[config.mk]
export PLATFORM = sky130hd
export DESIGN_NAME = credit_flit_sender_flat
export DESIGN_NICKNAME = d
export VERILOG_FILES = /design/src/rtl/credit_flit_sender_if.sv /design/src/rtl/credit_flit_sender.sv /design/src/flat_wrapper.sv
export SDC_FILE = /design/constraint.sdc
export NUM_CORES = 1
export LEC_CHECK = 0
export ABC_CLOCK_PERIOD_IN_PS = 2800
export CAP_MARGIN = 25
export CORE_UTILIZATION = 42
export DETAILED_ROUTE_END_ITERATION = 16
export GPL_ROUTABILITY_DRIVEN = 0
export PLACE_DENSITY = 0.81
export SYNTH_ARGS = -nofsm -noshare
export SYNTH_HDL_FRONTEND = slang
export SYNTH_SLANG_ARGS = --single-unit
[constraint.sdc]
create_clock -name clk -period 2.8 [get_ports clk]
set_input_delay 0.28 -clock clk [delete_from_list [all_inputs] [get_ports clk]]
set_output_delay 0.28 -clock clk [all_outputs]
set_load 0.01 [all_outputs]
[src/rtl/credit_flit_sender_if.sv]
// Handshake and link signals of the credit-based flit sender.
// The slave view belongs to the sender. The master view belongs to whatever sits on both sides of it.
interface credit_flit_sender_if #(
  parameter int FLIT_SIZE = 8,
  parameter int CNT_W     = 4
);
  logic [FLIT_SIZE-1:0] data_i;
  logic                 valid_i;
  logic                 ready_o;
  logic                 credit_i;
  logic [FLIT_SIZE-1:0] data_o;
  logic                 valid_o;
  logic [CNT_W-1:0]     credit_cnt_o;
  logic                 error_o;

  modport slave (
    input  data_i, valid_i, credit_i,
    output ready_o, data_o, valid_o, credit_cnt_o, error_o
  );

  modport master (
    output data_i, valid_i, credit_i,
    input  ready_o, data_o, valid_o, credit_cnt_o, error_o
  );
endinterface

[src/rtl/credit_flit_sender.sv]
// Upstream end of a credit-based link: forwards accepted flits as one-cycle write strobes
// and counts free downstream slots so the downstream buffer is never written while full.
module credit_flit_sender #(
  parameter int FLIT_SIZE   = 8,
  parameter int BUFFER_SIZE = 8
) (
  input  logic                 clk,
  input  logic                 rst,
  credit_flit_sender_if.slave  bus
);
  localparam int               CNT_W = $clog2(BUFFER_SIZE + 1);
  localparam logic [CNT_W-1:0] FULL  = CNT_W'(BUFFER_SIZE);
  localparam logic [CNT_W-1:0] ONE   = CNT_W'(1);

  logic [CNT_W-1:0]     cnt_q, cnt_d;
  logic [FLIT_SIZE-1:0] data_q, data_d;
  logic                 valid_q, valid_d;
  logic                 err_q, err_d;
  logic                 ready;
  logic                 xfer;

  // ready comes only from the registered count, so a returning credit takes effect next cycle
  assign ready = (cnt_q != '0);
  assign xfer  = bus.valid_i & ready;

  always_comb begin
    cnt_d   = cnt_q;
    data_d  = data_q;
    valid_d = xfer;
    err_d   = err_q;
    if (xfer)
      data_d = bus.data_i;
    unique case ({xfer, bus.credit_i})
      2'b10: cnt_d = cnt_q - ONE;
      2'b01: begin
        if (cnt_q == FULL)
          err_d = 1'b1;
        else
          cnt_d = cnt_q + ONE;
      end
      default: cnt_d = cnt_q;
    endcase
  end

  always_ff @(posedge clk or negedge rst) begin
    if (!rst) begin
      cnt_q   <= FULL;
      data_q  <= '0;
      valid_q <= 1'b0;
      err_q   <= 1'b0;
    end else begin
      cnt_q   <= cnt_d;
      data_q  <= data_d;
      valid_q <= valid_d;
      err_q   <= err_d;
    end
  end

  assign bus.ready_o      = ready;
  assign bus.data_o       = data_q;
  assign bus.valid_o      = valid_q;
  assign bus.credit_cnt_o = cnt_q;
  assign bus.error_o      = err_q;
endmodule

[src/flat_wrapper.sv]
// flat-port wrapper written by rule: the top's interface ports become plain ports
module credit_flit_sender_flat 
#(
  parameter int FLIT_SIZE   = 8,
  parameter int BUFFER_SIZE = 8
)
  (clk, rst, bus_data_i, bus_valid_i, bus_credit_i, bus_ready_o, bus_data_o, bus_valid_o, bus_credit_cnt_o, bus_error_o);
  credit_flit_sender_if #(.FLIT_SIZE(FLIT_SIZE), .CNT_W(4)) bus_i ();
  input  logic clk;
  input  logic rst;
  input wire logic [$bits(bus_i.data_i)-1:0] bus_data_i;
  input wire logic [$bits(bus_i.valid_i)-1:0] bus_valid_i;
  input wire logic [$bits(bus_i.credit_i)-1:0] bus_credit_i;
  output wire logic [$bits(bus_i.ready_o)-1:0] bus_ready_o;
  output wire logic [$bits(bus_i.data_o)-1:0] bus_data_o;
  output wire logic [$bits(bus_i.valid_o)-1:0] bus_valid_o;
  output wire logic [$bits(bus_i.credit_cnt_o)-1:0] bus_credit_cnt_o;
  output wire logic [$bits(bus_i.error_o)-1:0] bus_error_o;
  assign bus_i.data_i = bus_data_i;
  assign bus_i.valid_i = bus_valid_i;
  assign bus_i.credit_i = bus_credit_i;
  assign bus_ready_o = bus_i.ready_o;
  assign bus_data_o = bus_i.data_o;
  assign bus_valid_o = bus_i.valid_o;
  assign bus_credit_cnt_o = bus_i.credit_cnt_o;
  assign bus_error_o = bus_i.error_o;
  credit_flit_sender #(.FLIT_SIZE(FLIT_SIZE), .BUFFER_SIZE(BUFFER_SIZE)) u_core (.clk(clk), .rst(rst), .bus(bus_i));
endmodule
Yosys cells after proc, flatten, opt, wreduce, memory -nomap -nowiden
Cells that the tools add are included.
Storage, ports and cells
  register bits after elaboration: 14
  input port bits: 12
  output and inout bits: 15
  word-level logic and storage cells: 17
Operators by class
  $add $sub $neg: 2
  eq/ne operators: 4
  mux-type cells: 2
  bitwise operators: 1
  reduce and logical (&&, ||, !) cells: 4
Operators by type and width (number)
  one-hot mux 4 bit (2 select lines): 1
  adder 4 x 1 -> 4 bit, second input constant: 1
  == test 4 bit, second input constant: 1
  two-way mux 4 bit: 1
  AND reduction 2 bit: 2
  nonzero test 4 bit: 1
  subtractor 4 x 1 -> 4 bit, second input constant: 1
  == test 2 x 1 -> 1 bit, second input constant: 1
  == test 2 bit, second input constant: 1
  != test 2 bit, second input constant: 1
  nonzero test 2 bit: 1
  AND 1 bit: 1

Logic depth before layout (Yosys ltp)
  depth after elaboration: 5
  mapped depth: 10
  gate-level depth less buffers: 9

Worst setup path before layout
OpenSTA, ideal clock, no wires.
  kind: register to register
  start: register u_core.cnt_q[0], in the netlist u_core.bus.credit_cnt_o[0]
  end: register u_core.cnt_q[3], in the netlist u_core.bus.credit_cnt_o[3]
  setup time: 0.085 ns
  arrival: 2.481 ns
  data required time: 2.715 ns
  slack: 0.234 ns
  cell stages (with the launch flop): 11
  path buffers: 1
  clock period less this slack: 2.566 ns
  cells stage by stage: dfrtp_1 > or3_1 > buf_2 > nand2b_4 > nand2_4 > nand2_1 > ha_1 > or2_2 > and2_1 > a221o_1 > o221ai_1
On the way
  cells in the longest elaborated chain, start to end: 5
  elaborated cells between the ends (all ways): 12
  classes of those cells: add/sub: 2; eq/ne: 4; mux: 2; bitwise: 1; reduce/logical: 3
Ends and longest elaborated chain
  start, declared: line credit_flit_sender.sv:15  | logic [CNT_W-1:0] cnt_q, cnt_d;
  start signal, assigned: line credit_flit_sender.sv:52  | cnt_q <= cnt_d;
  nonzero test 4 bit *: line credit_flit_sender.sv:23  | assign ready = (cnt_q != '0);
  via bus_ready_o: line flat_wrapper.sv:14  | output wire logic [$bits(bus_i.ready_o)-1:0] bus_ready_o;
  AND 1 bit *: line credit_flit_sender.sv:24  | assign xfer = bus.valid_i & ready;
  == test 2 x 1 -> 1 bit or == test 2 bit (tied branches): line credit_flit_sender.sv:33  | unique case ({xfer, bus.credit_i})
  != test 2 bit (no line) or nonzero test 2 bit (tied branches)
  AND reduction 2 bit (no line)
The timed path passes the listed nets; every way through them passes the cells marked *. The select of a mux whose other input is x is not followed.
A chain may end at the register's enable or synchronous reset.

Final worst setup path
  start: register u_core.cnt_q[0], in the netlist u_core.bus.credit_cnt_o[0]
  end: register u_core.cnt_q[3], in the netlist u_core.bus.credit_cnt_o[3]
On the way
  cells in the longest elaborated chain, start to end: 5
  elaborated cells between the ends (all ways): 12
  classes of those cells: add/sub: 2; eq/ne: 4; mux: 2; bitwise: 1; reduce/logical: 3
Ends and longest elaborated chain
  branches (longest 5 deep; another with adder 4 x 1 -> 4 bit)
Several ways; the timed one is not identified. The select of a mux whose other input is x is not followed.

==> report_table.html <==
<table>
<tr><th>Metric</th><th>Value</th></tr>
<tr><th colspan="2">Run</th></tr>
<tr><td>Max-cap check violation count</td><td>0</td></tr>
<tr><th colspan="2">Clocking</th></tr>
<tr><td>Post-CTS setup repair buffer count</td><td>0</td></tr>
<tr><td>CTS tree</td><td>built</td></tr>
<tr><td>Root buffer cell</td><td>sky130_fd_sc_hd__clkbuf_4</td></tr>
<tr><td>CTS-repair resized insts</td><td>0</td></tr>
<tr><td>Clk sink count</td><td>14</td></tr>
<tr><td>Num CTS Buffers</td><td>3</td></tr>
<tr><td>Later-pin clock latency in the skew report</td><td>0.27 ns</td></tr>
<tr><td>Max clock buf depth</td><td>2</td></tr>
<tr><td>Number of H-tree levels</td><td>1</td></tr>
<tr><td>Worst-path clk slew</td><td>0.08 ns</td></tr>
<tr><td>Hold buffer count at CTS</td><td>0</td></tr>
<tr><th colspan="2">Routing</th></tr>
<tr><td>Via density</td><td>5.19</td></tr>
<tr><td>Drt initial violations</td><td>3</td></tr>
<tr><td>Number of remaining DRC errors</td><td>0</td></tr>
<tr><td>Final wirelength</td><td>1.24 mm</td></tr>
<tr><td>Via count</td><td>503</td></tr>
<tr><td>Detailed-route wire length per cell</td><td>12.7 um</td></tr>
<tr><td>Antenna Nets Post-Route</td><td>0</td></tr>
<tr><td>Number of iterations in the first detailed-routing pass</td><td>4</td></tr>
<tr><th colspan="2">Global route</th></tr>
<tr><td>Initial antenna violation count</td><td>0</td></tr>
<tr><td>Grt ovf</td><td>0</td></tr>
<tr><td>Met1 global-route usage</td><td>0.212</td></tr>
<tr><td>First-pass GRT wire length</td><td>2.19 mm</td></tr>
<tr><td>GR met2 Demand/Resource</td><td>0.255</td></tr>
<tr><td>Most used routing layer in global routing</td><td>met2</td></tr>
<tr><td>Total track usage</td><td>0.154</td></tr>
<tr><td>Pin count of the biggest net entering global routing</td><td>15</td></tr>
<tr><td>M3 GR Usage</td><td>0.0383</td></tr>
<tr><td>Number of global-route vias before repair</td><td>541</td></tr>
<tr><th colspan="2">Layout</th></tr>
<tr><td>Antenna Diode Count</td><td>0</td></tr>
<tr><td>Area taken by flip-flops and latches</td><td>352 sq um</td></tr>
<tr><td>Combined area of the multi-input logic cells</td><td>320 sq um</td></tr>
<tr><td>Most frequent cells in the layout</td><td>sky130_fd_sc_hd__clkdlybuf4s50_1, sky130_fd_sc_hd__dfrtp_1, sky130_fd_sc_hd__mux2_2</td></tr>
<tr><td>Proportion of layout cells with a drive suffix above 1</td><td>0.284</td></tr>
<tr><td>Area added between synthesis and finish</td><td>43.5%</td></tr>
<tr><td>Fin nets</td><td>97</td></tr>
<tr><td>Count of fill cells added during filler insertion</td><td>119</td></tr>
<tr><td>Leading cell type in the layout, fill and taps excluded</td><td>sky130_fd_sc_hd__clkdlybuf4s50_1</td></tr>
<tr><th colspan="2">Timing</th></tr>
<tr><td>Final setup violation count</td><td>0</td></tr>
<tr><td>Max Clock Skew</td><td>0.00216 ns</td></tr>
<tr><td>Max transition margin</td><td>0.615</td></tr>
<tr><td>Count of final hold-check violations</td><td>0</td></tr>
<tr><td>Fin crit share</td><td>0.920</td></tr>
<tr><td>Max-slew violation count</td><td>0</td></tr>
<tr><td>Maximum operating frequency</td><td>0.388 GHz</td></tr>
<tr><td>Unrepaired setup endpoints after global routing</td><td>false</td></tr>
<tr><td>Total Negative Setup Slacks</td><td>0 ns</td></tr>
<tr><td>Slew at the pin closest to its max-slew limit</td><td>0.576 ns</td></tr>
<tr><td>Crit path time final</td><td>2.58 ns</td></tr>
<tr><th colspan="2">Floorplanning</th></tr>
<tr><td>I/O pin cnt</td><td>27</td></tr>
<tr><td>Die Area</td><td>1850 sq um</td></tr>
<tr><td>Std-Cell Rows</td><td>14</td></tr>
<tr><td>Core Footprint</td><td>1540 sq um</td></tr>
<tr><td>Horizontal die dimension</td><td>43.0 um</td></tr>
<tr><td>Die extent in y</td><td>43.0 um</td></tr>
<tr><td>Starting density of the core</td><td>0.457</td></tr>
<tr><th colspan="2">Critical path</th></tr>
<tr><td>Largest driver fanout on the critical path</td><td>10</td></tr>
<tr><td>Worst endpoint data arrival time</td><td>2.77 ns</td></tr>
<tr><td>Register-to-Register Setup Slack</td><td>0.22 ns</td></tr>
<tr><td>Worst Setup End Kind</td><td>register</td></tr>
<tr><td>CP Data Required Time</td><td>2.99 ns</td></tr>
<tr><td>Type of origin of the critical path</td><td>register</td></tr>
<tr><td>Setup CP Type</td><td>reg2reg</td></tr>
<tr><td>Worst reg2reg path depth</td><td>9</td></tr>
<tr><th colspan="2">Synth</th></tr>
<tr><td>Synth Instances</td><td>51</td></tr>
<tr><td>Main combinational cell family by area after synthesis</td><td>multiplexers</td></tr>
<tr><td>#FFs+latches synth</td><td>14</td></tr>
<tr><td>Net count of the mapped netlist</td><td>66</td></tr>
<tr><td>XOR/XNOR share of the synthesized area</td><td>0.0373</td></tr>
<tr><td>Count of distinct cell types in the synthesized netlist</td><td>24</td></tr>
<tr><td>Leading area contributor after synthesis</td><td>sky130_fd_sc_hd__dfrtp_1</td></tr>
<tr><td>Compound-Gate Fraction of Synth Area</td><td>0.107</td></tr>
<tr><td>Portion of the post-synthesis area used by sequential elements</td><td>0.499</td></tr>
<tr><td>Cell area after synthesis</td><td>704 sq um</td></tr>
<tr><td>Dominant cells by area after synthesis</td><td>sky130_fd_sc_hd__dfrtp_1, sky130_fd_sc_hd__mux2_2, sky130_fd_sc_hd__dfstp_2</td></tr>
<tr><td>Total of warnings raised by yosys</td><td>0</td></tr>
<tr><td>Post-Synth Simple-Gate Area</td><td>0.0870</td></tr>
<tr><td>Share of the synthesized area in the top cell type</td><td>0.462</td></tr>
<tr><td>Share of cell area taken by muxes after synthesis</td><td>0.160</td></tr>
<tr><td>Mean cell area of the mapped netlist</td><td>13.8 sq um</td></tr>
<tr><td>Synthesized-area fraction occupied by adder cells</td><td>0.0639</td></tr>
<tr><th colspan="2">Placed design</th></tr>
<tr><td>Number of port buffers</td><td>26</td></tr>
<tr><td>HPWL after DPL</td><td>974 um</td></tr>
<tr><th colspan="2">Pwr</th></tr>
<tr><td>Largest voltage drop on the vdd net</td><td>0.000568 V</td></tr>
<tr><td>Overall power after layout</td><td>959 uW</td></tr>
<tr><td>Power per unit of standard cell area</td><td>949 nW/um^2</td></tr>
<tr><td>Leakage</td><td>0.426 nW</td></tr>
<tr><th colspan="2">Min path</th></tr>
<tr><td>Kind of path behind the tightest hold check</td><td>in2async</td></tr>
<tr><th colspan="2">Run status</th></tr>
<tr><td>Status</td><td>finished clean</td></tr>
</table>
==> final timing paths <==
kind | startpoint | end
setup reg to reg | u_core.bus.credit_cnt_o[0] | u_core.bus.credit_cnt_o[3]
max in group asynchronous | rst | u_core.bus.data_o[1]
hold / removal | rst | u_core.bus.data_o[0]
setup / recovery | u_core.bus.credit_cnt_o[0] | u_core.bus.credit_cnt_o[3]
min in group clk | u_core.bus.error_o | u_core.bus.error_o
hold reg to reg | u_core.bus.error_o | u_core.bus.error_o
==> state kept, by name (all words and copies together) (netlist names) <==
register,flops
u_core.bus.credit_cnt_o,4
u_core.bus.valid_o,1
u_core.bus.error_o,1
u_core.bus.data_o,8
==> cell type report <==
| cell class | count | share of cell area |
|---|---|---|
| repair buffers | 28 | 0.272 |
| clock buffers | 4 | 0.0359 |
| inverters | 2 | 0.00743 |
| well taps | 16 | 0.0198 |
| flip-flops and latches | 14 | 0.348 |
| multi-input cells | 33 | 0.317 |
==> cells in the mapped netlist, drive strengths merged <==
cell type and count:
a221o 1, a31oi 1, or2 1, dfstp 1, o221ai 1, and2 1, fa 1, or3 1
inv 2, nand2 4, a211o 1, a32oi 1, xor2 3, nor2b 1, a21oi 1, o21bai 1
nand2b 1, mux2 10, buf 2, ha 2, o22ai 1, dfrtp 13
==> stage by stage <==
stage | instances | cell area [sq um] | hold slack [ns] | util | setup WS [ns]
after floorplan | 51 | 704 | -0.0156 | - | 0.234
after global placement | 93 | 975 | 0.465 | 0.632 | 0.256
after detailed placement | 93 | 975 | 0.464 | 0.632 | 0.217
after CTS | 97 | 1010 | 0.395 | 0.656 | 0.182
after global routing | 97 | 1010 | 0.446 | 0.656 | 0.0632
final | 97 | 1010 | 0.376 | 0.656 | 0.223
==> metal layers <==
| layer | routed length [um] | up-vias |
|---|---|---|
| li1 | - | 242 |
| met1 | 547 | 239 |
| met2 | 587 | 22 |
| met3 | 101 | 0 |
| met4 | 0 | 0 |
| met5 | 0 | - |
==> cell families after synthesis <==
kind of cell / Yosys count
compound gates: 8
xor+xnor: 3
fa+ha+maj: 3
buf+inv: 4
flops: 14
mux: 10
simple gates: 9
==> where the power goes <==
part	internal (mW)	switching [mW]	leakage, nW
registers	0.279	0.0606	0.162
clock network	0.0789	0.0583	0.0210
logic	0.289	0.194	0.243
total	0.647	0.313	0.426
==> worst max-delay path, stage by stage, from the launching register on <==
cell                       delay [ns]
sky130_fd_sc_hd__dfrtp_1         0.45
sky130_fd_sc_hd__or3_1           0.40
sky130_fd_sc_hd__nand2b_4        0.17
sky130_fd_sc_hd__nand2_4         0.14
sky130_fd_sc_hd__nand2_1         0.13
sky130_fd_sc_hd__ha_1            0.31
sky130_fd_sc_hd__or2_2           0.31
sky130_fd_sc_hd__and2_1          0.19
sky130_fd_sc_hd__a221o_1         0.33
sky130_fd_sc_hd__o221ai_1        0.07
No activity file was read; power rests on OpenSTA's default activity.
